==> src/rtl/code_sel_pkg.sv <==
// Shared types and sizing for the code-slot allocator.
package code_sel_pkg;
   localparam int N_CODES = 18;
   localparam int CODE_W  = 6;
   localparam int CNT_W   = $clog2(N_CODES + 1);

   typedef logic [CODE_W-1:0]  code_t;
   typedef logic [N_CODES-1:0] mask_t;
   typedef logic [CNT_W-1:0]   cnt_t;

   typedef enum logic {IDLE, GRANT} state_t;
endpackage

==> src/rtl/code_pool_arbiter_if.sv <==
// Request/grant, release and status bundle of the code-pool allocator.
interface code_pool_arbiter_if
   import code_sel_pkg::*;
#(
   parameter int N_REQ = 4
) ();
   logic [N_REQ-1:0] req_i;
   logic [N_REQ-1:0] gnt_o;
   code_t            code_o;
   logic             free_val_i;
   code_t            free_code_i;
   logic             free_err_o;
   mask_t            status_o;
   logic             full_o;
   logic             empty_o;
   cnt_t             cnt_o;

   modport master (
      output req_i, free_val_i, free_code_i,
      input  gnt_o, code_o, free_err_o, status_o, full_o, empty_o, cnt_o
   );

   modport slave (
      input  req_i, free_val_i, free_code_i,
      output gnt_o, code_o, free_err_o, status_o, full_o, empty_o, cnt_o
   );
endinterface

==> src/rtl/code_pool_arbiter_rr_arbiter.sv <==
// Combinational round-robin pick: first set request at or above ptr, wrapping.
module rr_arbiter #(
   parameter int N_REQ = 4,
   parameter int IDX_W = (N_REQ > 1) ? $clog2(N_REQ) : 1
) (
   input  logic [N_REQ-1:0] req,
   input  logic [IDX_W-1:0] ptr,
   output logic [N_REQ-1:0] winner,
   output logic [IDX_W-1:0] idx
);
   logic             found;
   logic [IDX_W-1:0] sel;

   always_comb begin
      winner = '0;
      idx    = '0;
      found  = 1'b0;
      sel    = '0;
      for (int i = 0; i < N_REQ; i++) begin
         sel = IDX_W'((int'(ptr) + i) % N_REQ);
         if (!found && req[sel]) begin
            found       = 1'b1;
            winner[sel] = 1'b1;
            idx         = sel;
         end
      end
   end
endmodule

==> src/rtl/code_pool_arbiter.sv <==
// Owns the code allocation mask: grants the lowest free code to a round-robin
// winner and accepts releases in any state.
module code_pool_arbiter
   import code_sel_pkg::*;
#(
   parameter int N_REQ = 4,
   parameter int IDX_W = (N_REQ > 1) ? $clog2(N_REQ) : 1
) (
   input logic                clk_i,
   input logic                rst_i,
   code_pool_arbiter_if.slave bus
);
   // state | meaning
   // IDLE  | arbitrate: grant lowest free code if any request and not full
   // GRANT | grant visible for one cycle; allocation committed at its closing edge

   state_t           state_q, state_d;
   logic [N_REQ-1:0] gnt_q, gnt_d;
   code_t            code_q, code_d;
   logic [IDX_W-1:0] win_q, win_d;
   logic [IDX_W-1:0] ptr_q, ptr_d;
   mask_t            status_q, status_d;
   cnt_t             cnt_q, cnt_d;
   logic             full_q, full_d;
   logic             empty_q, empty_d;
   logic             err_q, err_d;

   logic [N_REQ-1:0] arb_onehot;
   logic [IDX_W-1:0] arb_idx;
   code_t            low_code;
   logic             rel_hit;

   rr_arbiter #(.N_REQ(N_REQ), .IDX_W(IDX_W)) u_rr (
      .req    (bus.req_i),
      .ptr    (ptr_q),
      .winner (arb_onehot),
      .idx    (arb_idx)
   );

   always_comb begin
      low_code = '0;
      for (int k = N_CODES - 1; k >= 0; k--) begin
         if (!status_q[k]) low_code = CODE_W'(k + 1);
      end
   end

   // Codes 0 and above N_CODES never match, so they fall out as invalid.
   always_comb begin
      rel_hit = 1'b0;
      for (int k = 0; k < N_CODES; k++) begin
         if (bus.free_code_i == CODE_W'(k + 1) && status_q[k]) rel_hit = 1'b1;
      end
   end

   always_comb begin
      state_d  = state_q;
      gnt_d    = '0;
      code_d   = '0;
      win_d    = win_q;
      ptr_d    = ptr_q;
      status_d = status_q;
      err_d    = 1'b0;
      cnt_d    = '0;

      case (state_q)
         IDLE: begin
            if (|bus.req_i && !full_q) begin
               gnt_d   = arb_onehot;
               code_d  = low_code;
               win_d   = arb_idx;
               state_d = GRANT;
            end
         end
         GRANT: begin
            for (int k = 0; k < N_CODES; k++) begin
               if (code_q == CODE_W'(k + 1)) status_d[k] = 1'b1;
            end
            ptr_d   = (win_q == IDX_W'(N_REQ - 1)) ? '0 : win_q + 1'b1;
            state_d = IDLE;
         end
         default: state_d = IDLE;
      endcase

      // A release never targets the bit being set: the granted code was free.
      if (bus.free_val_i) begin
         if (rel_hit) begin
            for (int k = 0; k < N_CODES; k++) begin
               if (bus.free_code_i == CODE_W'(k + 1)) status_d[k] = 1'b0;
            end
         end else begin
            err_d = 1'b1;
         end
      end

      for (int k = 0; k < N_CODES; k++) cnt_d = cnt_d + cnt_t'(status_d[k]);
      full_d  = (status_d == '1);
      empty_d = (status_d == '0);
   end

   always_ff @(posedge clk_i or negedge rst_i) begin
      if (!rst_i) begin
         state_q  <= IDLE;
         gnt_q    <= '0;
         code_q   <= '0;
         win_q    <= '0;
         ptr_q    <= '0;
         status_q <= '0;
         cnt_q    <= '0;
         full_q   <= 1'b0;
         empty_q  <= 1'b1;
         err_q    <= 1'b0;
      end else begin
         state_q  <= state_d;
         gnt_q    <= gnt_d;
         code_q   <= code_d;
         win_q    <= win_d;
         ptr_q    <= ptr_d;
         status_q <= status_d;
         cnt_q    <= cnt_d;
         full_q   <= full_d;
         empty_q  <= empty_d;
         err_q    <= err_d;
      end
   end

   assign bus.gnt_o      = gnt_q;
   assign bus.code_o     = code_q;
   assign bus.free_err_o = err_q;
   assign bus.status_o   = status_q;
   assign bus.cnt_o      = cnt_q;
   assign bus.full_o     = full_q;
   assign bus.empty_o    = empty_q;
endmodule

==> src/flat_wrapper.sv <==
// flat-port wrapper written by rule: the top's interface ports become plain ports
module code_pool_arbiter_flat import code_sel_pkg::*;
#(
   parameter int N_REQ = 4,
   parameter int IDX_W = (N_REQ > 1) ? $clog2(N_REQ) : 1
)
  (clk_i, rst_i, bus_req_i, bus_free_val_i, bus_free_code_i, bus_gnt_o, bus_code_o, bus_free_err_o, bus_status_o, bus_full_o, bus_empty_o, bus_cnt_o);
  code_pool_arbiter_if #(.N_REQ(N_REQ)) bus_i ();
  input logic clk_i;
  input logic rst_i;
  input wire logic [$bits(bus_i.req_i)-1:0] bus_req_i;
  input wire logic [$bits(bus_i.free_val_i)-1:0] bus_free_val_i;
  input wire logic [$bits(bus_i.free_code_i)-1:0] bus_free_code_i;
  output wire logic [$bits(bus_i.gnt_o)-1:0] bus_gnt_o;
  output wire logic [$bits(bus_i.code_o)-1:0] bus_code_o;
  output wire logic [$bits(bus_i.free_err_o)-1:0] bus_free_err_o;
  output wire logic [$bits(bus_i.status_o)-1:0] bus_status_o;
  output wire logic [$bits(bus_i.full_o)-1:0] bus_full_o;
  output wire logic [$bits(bus_i.empty_o)-1:0] bus_empty_o;
  output wire logic [$bits(bus_i.cnt_o)-1:0] bus_cnt_o;
  assign bus_i.req_i = bus_req_i;
  assign bus_i.free_val_i = bus_free_val_i;
  assign bus_i.free_code_i = bus_free_code_i;
  assign bus_gnt_o = bus_i.gnt_o;
  assign bus_code_o = bus_i.code_o;
  assign bus_free_err_o = bus_i.free_err_o;
  assign bus_status_o = bus_i.status_o;
  assign bus_full_o = bus_i.full_o;
  assign bus_empty_o = bus_i.empty_o;
  assign bus_cnt_o = bus_i.cnt_o;
  code_pool_arbiter #(.N_REQ(N_REQ), .IDX_W(IDX_W)) u_core (.clk_i(clk_i), .rst_i(rst_i), .bus(bus_i));
endmodule
==> config.mk <==
export PLATFORM = sky130hd
export DESIGN_NAME = code_pool_arbiter_flat
export DESIGN_NICKNAME = d
export VERILOG_FILES = /design/src/rtl/code_sel_pkg.sv /design/src/rtl/code_pool_arbiter_if.sv /design/src/rtl/code_pool_arbiter_rr_arbiter.sv /design/src/rtl/code_pool_arbiter.sv /design/src/flat_wrapper.sv
export SDC_FILE = /design/constraint.sdc
export NUM_CORES = 1
export LEC_CHECK = 0
export BUFFER_PORTS_ARGS = -buffer_cell sky130_fd_sc_hd__buf_4
export CORE_MARGIN = 4
export CORE_UTILIZATION = 56
export DETAILED_ROUTE_END_ITERATION = 7
export GPL_TIMING_DRIVEN = 0
export PLACE_DENSITY = 0.82
export REMOVE_ABC_BUFFERS = 1
export SYNTH_ARGS = -nofsm -noshare
export SYNTH_HDL_FRONTEND = slang
export SYNTH_SLANG_ARGS = --single-unit
export TNS_END_PERCENT = 1
==> constraint.sdc <==
create_clock -name clk_i -period 7.2 [get_ports clk_i]
set_clock_uncertainty 0.2 [all_clocks]
set_input_delay 1.44 -clock clk_i [delete_from_list [all_inputs] [get_ports clk_i]]
set_output_delay 1.44 -clock clk_i [all_outputs]
set_load 0.01 [all_outputs]
==> summary.md, run 1 <==
| Metric | Value |
|---|---|
| Critical path class | in -> reg |
| Design Area, Final | approximately 3300 sq um |
| Hold WC Path Type | reg -> reg |
| DRT Pass-1 Iters | 6 |
| Register share of total power | 0.297 |
| Crit path from | bus_free_code_i[3] |
| CP Capture Type | flip-flop |
| I/O Buffers | 47 |
| Skew-Pair Late Insertion Delay | 0.30 ns |
| Switching Fraction | 0.4287 |
| Final Hold Viols | 0 |
| Worst hold path depth | 2 |
| Setup bufs post-CTS | 0 |
| Kind of cell adding the most delay to the critical path | adder cells |
| Die span in y | 78.86 microns |
| CTS tree | yes |
| Setup ws final | 0.4375 ns |
| Die X | 78.86 microns |
| Pwr Density | 382.2 nW/um^2 |
| Via count | 2520 |
| Post-Synthesis Cells | around 290 |
| Initial Util | 0.5875 |
| Final WL | around 7400 microns |
| CTS resizes | 0 |
| Synthesis warning total | 0 |
| Sw Pwr | 545.3 uW |
| Required time worst endpoint | 7.17 ns |
| HPWL Detailed | 5577 microns |
| P_leak | roughly 0.0016 uW |
| CP arrival | 6.74 ns |
| Synthesized area per cell | 9.661 sq um |
| Post-Route Setup TNS | 0 ns |
| Area growth syn-to-layout | 18.38% |
| Min Tclk post-route | 6.762 ns |
| Synthesized area | 2811 sq um |
| DR WL/cell | 18.20 microns |
| Yosys reg bits | 40 |
| Final setup fails | 0 |
| R2R depth | 17 |
| Wire length of the first global-routing pass | around 12000 microns |
| Layout cells sized above 1 | 0.2301 |
| Maximum number of pins on one net before global-route repair | 41 |
| CTS HTree Levels | 2 |
| Max-Cap Viols | 0 |
| CTS clk-pin slew, worst paths | 0.07 ns |
| Hold Buf Count CTS | 0 |
| Hold_sp | u_core.win_q[1] |
| N_diodes | 0 |
| Post-synth top area cell | dfrtp_1 |
| Worst vdd ir | 0.0003924 V |
| Buf+Inv Stages, Crit Path | 5 |
| Synth top area share | 0.3471 |
| Clock network fraction of total power | 0.150 |
| Logic pwr share | 0.553 |
| GR Overflow Total | 0 |
| Async set-reset flop share out of synthesis | 1.000 |
| DP Worst Slack | between 0.2 and 0.25 ns |
| CP startpoint kind | input pin |
| Slew HR | 0.5058 |
| Synth unique cells | 60 |
| Sequence of cells on the critical path | buf_4 -> nor2b_1 -> a22o_1 -> a221oi_4 -> nand4_4 -> and3_2 -> a21oi_1 -> ha_1 -> fa_1 -> fa_1 -> inv_1 -> fa_1 -> inv_1 -> fa_1 -> inv_1 -> fa_1 -> inv_1 -> fa_1 |
| Via density | about 6.2 |
| Nets | 376 |
| Slowest CP cell | fa_1 |
| Num Clock Sinks | 40 |
| Number of buffers created by CTS | 5 |
| Area post-placement | 3207 sq um |
| Worst path depth | 18 |
| Std-Cell Rows | 25 |
| Cell mode on critical path | fa_1 |
| Post-synth EDFFs | 0 |
| Synth area leaders | dfrtp_1 35%, fa_1 8.5%, ha_1 5.8%, a21oi_1 4.3%, inv_1 4.3% |
| GR Util All Layers | 0.2585 |
| Tightest Pin Transition | 0.7310 ns |
| Slowest Stage Delay on Critical Path | 0.55 ns |
| Die Area | 6218 sq um |
| Clock root buffer | clkbuf_8 |
| Internal power | 726.6 uW |
| Unrepaired setup endpoints after global routing | no |
| Routability congestion estimate from global placement | 0.9495 |
| Initial antenna violation count | 0 |
| Final period utilization | 0.9392 |
| Final Slew Violations | 0 |
| Post-synthesis sequential area ratio | 0.3565 |
| Worst r2r src | u_core.bus.status_o[6] |
| Initial DRC Count | ~290 |
| Fmax | 147.9 MHz |
| DRC | 0 |
| IO Count | ~50 |
| Core area | between 4000 and 5000 sq um |
| Vias in the first global route | roughly 2400 |
| Worst-path fanout max | 10 |
| ANT nets after route | 0 |
| Worst-case clock buffer depth | 2 |
| Synth Flop Type | dfrtp_1 |
| Outcome | complete, no violations |
==> per-layer routing <==
layer | part of all wire | global-route usage
met5 | 0 | 0
met4 | 0.0083 | 0.05498
met3 | 0.098 | 0.07370
met2 | 0.48 | 0.4117
met1 | 0.41 | 0.3543
==> cell usage after synthesis (2+ instances only) <==
cell / n
nand2b_1: 2
a31oi_4: 2
nor2b_1: 7
mux2i_1: 4
nand4b_1: 2
o211ai_1: 3
nand2_1: 15
clkbuf_1: 2
mux2_2: 3
nor4_2: 2
nor4b_1: 3
nand3_1: 5
a31oi_1: 12
a22oi_1: 5
inv_1: 32
and3_2: 5
and2_1: 2
ha_1: 13
nor2_1: 24
buf_2: 3
nor3b_1: 4
a221oi_1: 5
o21ai_0: 7
a21oi_1: 24
nand4_1: 4
o31ai_1: 2
a41oi_1: 3
a21boi_0: 3
a21o_1: 3
fa_1: 12
dfrtp_1: 39
nor3_1: 11
==> cell type report <==
cell class / instances / area, sq um
clock buffers: 6 / 82.58
clock inverters: 2 / 38.79
fillers: 397 / 1458
inverters: 33 / 123.9
multi-input cells: 211 / 1644
flip-flops and latches: 40 / 1002
well taps: 67 / 83.83
repair buffers: 47 / 352.8
==> tightest hold or removal path, stage by stage, from the launching register on <==
cell	delay, ns
dfrtp_1	0.35
nand2_1	0.05
o31ai_1	0.06
==> per-stage QoR <==
stage,instances,power [uW],util,hold WS [ns]
2_1_floorplan,284,854.2,-,0.2526
3_3_place_gp,398,1042,0.6701,0.2753
3_5_place_dp,398,1082,0.6701,0.2867
4_1_cts,406,1278,0.6954,0.3047
5_1_grt,406,1400,0.6954,0.3446
6_report,406,1272,0.6954,0.2944
==> power groups by stage <==
stage	Combinational [uW]	Sequential (uW)	Clock [uW]
detailed placement	703	378	0
global placement	666	376	0
finish	703	378	191
global route	806	388	206
floorplan	476	378	0
CTS	709	375	195
==> kinds of logic (layout without fill, tap and decap cells) <==
family | after synthesis | in the layout | synth area share
buf+inv | 40 | 88 | 0.05875
xor+xnor | 2 | 2 | 0.006232
fa+ha+maj | 25 | 25 | 0.1433
mux | 9 | 9 | 0.03961
other cells | 1 | 1 | 0.001334
flops | 40 | 40 | 0.3565
compound gates | 79 | 79 | 0.2012
simple gates | 95 | 95 | 0.1931
==> flip-flops by register name (all words and copies together), names as in the netlist <==
register / cells
u_core.bus.empty_o: 1
u_core.ptr_q: 2
u_core.bus.status_o: 18
u_core.bus.cnt_o: 5
u_core.bus.code_o: 5
u_core.state_q: 1
u_core.bus.free_err_o: 1
u_core.bus.gnt_o: 4
u_core.win_q: 2
u_core.bus.full_o: 1
==> final timing paths <==
path / to / slack (ns)
worst max-delay path: u_core.bus.cnt_o[1] / 0.44
worst min-delay path: u_core.win_q[1] / 0.29
worst max register to register: u_core.bus.cnt_o[1] / 1.34
worst min register to register: u_core.win_q[1] / 0.29
max in group asynchronous: u_core.bus.empty_o / 5.52
min in group asynchronous: u_core.bus.gnt_o[0] / 0.90
==> layout by cell type, fill, tap and decap left out, types with 6 or more instances in the layout <==
cell / count
nand2_1: 15
dfrtp_1: 39
ha_1: 13
nor3_1: 11
a31oi_1: 12
clkbuf_8: 6
nor2_1: 24
nor2b_1: 7
buf_4: 47
o21ai_0: 7
fa_1: 12
inv_1: 32
a21oi_1: 24
No activity file was read; power rests on OpenSTA's default activity.
==> run 2, diff against run 1 <==
CORE_UTILIZATION = 38   (was 56)
PLACE_DENSITY = 0.6   (was 0.82)
==> summary.md, run 2 (same netlist as run 1, synthesis figures left out) <==
| Metric | Value |
|---|---|
| Sequence of cells on the critical path | buf_4 -> nor2b_1 -> a22o_1 -> a221oi_4 -> nand4_4 -> and3_2 -> a21oi_1 -> ha_1 -> fa_1 -> fa_1 -> inv_1 -> fa_1 -> inv_1 -> fa_1 -> inv_1 -> fa_1 -> inv_1 -> fa_1 |
| P_leak | 0.001540 uW |
| Max reg flops | 18 |
| Worst vdd ir | between 0.0003 and 0.0004 V |
| Slowest CP cell | fa_1 |
| Hold Buf Count CTS | 0 |
| Die Area | 8839 sq um |
| DRT Pass-1 Iters | 5 |
| DR WL/cell | 17.60 microns |
| Fmax | around 150 MHz |
| Most common cell after layout, fill and taps aside | buf_4 |
| Min Tclk post-route | 6.693 ns |
| Routability congestion estimate from global placement | 0.9319 |
| Worst-path fanout max | 10 |
| Final core occ | 0.4634 |
| Num Clock Sinks | 40 |
| Number of buffers created by CTS | 5 |
| N_diodes | 0 |
| Tightest Pin Transition | about 0.72 ns |
| Post-Place Cells | 430 |
| Initial Util | 0.3897 |
| Final Slew Violations | 0 |
| Hold WC Path Type | reg -> reg |
| Die span in y | 94.02 microns |
| ANT nets after route | 0 |
| Skew-Pair Late Insertion Delay | around 0.3 ns |
| Post-Route Setup TNS | 0 ns |
| HPWL Detailed | 5736 microns |
| CTS clk-pin slew, worst paths | ~0.070 ns |
| Maximum number of pins on one net before global-route repair | 41 |
| CP Capture Type | flip-flop |
| Nets | about 380 |
| Initial DRC Count | 217 |
| Outcome | complete, no violations |
| GR Util All Layers | 0.1821 |
| Wire length of the first global-routing pass | 12410 microns |
| Clock root buffer | clkbuf_8 |
| CTS tree | yes |
| Layout cells sized above 1 | 0.2278 |
| Critical path class | in -> reg |
| Commonest non-fill, non-tap cells in the layout | 47 x buf_4, 39 x dfrtp_1, 32 x inv_1 |
| Die X | 94.02 microns |
| DRC | 0 |
| Final period utilization | 0.9296 |
| Area growth syn-to-layout | 18.91% |
| Final setup fails | 0 |
| Via density | 5.714 |
| Setup bufs post-CTS | 0 |
| I/O Buffers | 47 |
| Unrepaired setup endpoints after global routing | no |
| Finished Layout Cells | 437 |
| Pwr Density | ~370 nW/um^2 |
| Design Area, Final | 3343 sq um |
| Max-Cap Viols | 0 |
| CTS HTree Levels | 2 |
| Slew HR | 0.5106 |
| Via count | 2497 |
| Area post-placement | 3247 sq um |
| Initial antenna violation count | 0 |
| GR Overflow Total | 0 |
| IO Count | 49 |
| Slowest Stage Delay on Critical Path | between 0.5 and 0.6 ns |
| Cell mode on critical path | fa_1 |
| Worst-case clock buffer depth | 2 |
| Final Hold Viols | 0 |
| Std-Cell Rows | 31 |
| CTS resizes | 0 |
| Vias in the first global route | 2369 |
| CP startpoint kind | input pin |
| Final WL | 7692 microns |
| Core area | approximately 7000 sq um |
| Required time worst endpoint | ~7.2 ns |
| CP arrival | 6.66 ns |
## run 2: cell types whose count changed in the layout (fill, tap and decap cells not counted)
cell / delta
bufinv_16: -1
clkbuf_8: +1
clkinv_4: -1
## run 2: power by group
part / internal (uW) / total, uW / switching, uW
clock: 85.3 / 162 / 77.2
sequential: 295 / 378 / 83.0
combinational: 312 / 685 / 373
## run 2: final timing paths
check                                       start                       to  cells past startpoint  slack [ns]
max                            bus_free_code_i[3]      u_core.bus.cnt_o[1]                     18        0.51
min                               u_core.win_q[1]          u_core.win_q[1]                      2        0.30
max reg2reg                u_core.bus.status_o[6]      u_core.bus.cnt_o[1]                     17        1.41
min reg2reg                       u_core.win_q[1]          u_core.win_q[1]                      2        0.30
max in group asynchronous                   rst_i       u_core.bus.empty_o                      1        5.53
min in group asynchronous                   rst_i  u_core.bus.status_o[17]                      1        0.90
## run 2: area by class of cell
cell class | instances | area (sq um)
Timing Repair Buffer | 47 | 352.8
Inverter | 33 | 123.9
Multi-Input combinational cell | 211 | 1644
Sequential cell | 40 | 1002
Clock buffer | 7 | 96.34
Tap cell | 99 | 123.9
Fill cell | 733 | 3871
## run 2: per-layer routing
layer | global-route usage | up-vias | wire length [microns]
li1 | - | 1146 | -
met1 | 0.2530 | 1222 | 3406
met2 | 0.2868 | 111 | 3641
met3 | 0.03125 | 18 | 483
met4 | 0.06137 | 0 | 161
met5 | 0 | - | 0
## run 2: metrics by stage
step,setup WS [ns],hold slack [ns],total power [uW]
CTS,0.5376,0.3133,1239
detailed placement,0.2568,0.2973,1074
floorplan,0.7719,0.2526,854.2
global route,0.2998,0.3409,1365
global placement,0.2055,0.2856,1057
finish,0.5068,0.3030,1226
## run 2: worst max-delay path: cells and delay by family
family	cells	cell delay, ns
buffers and inverters	5	0.40
adders and majority gates	7	3.08
AOI/OAI and AO/OA	3	0.96
and+or+nand+nor	3	0.79
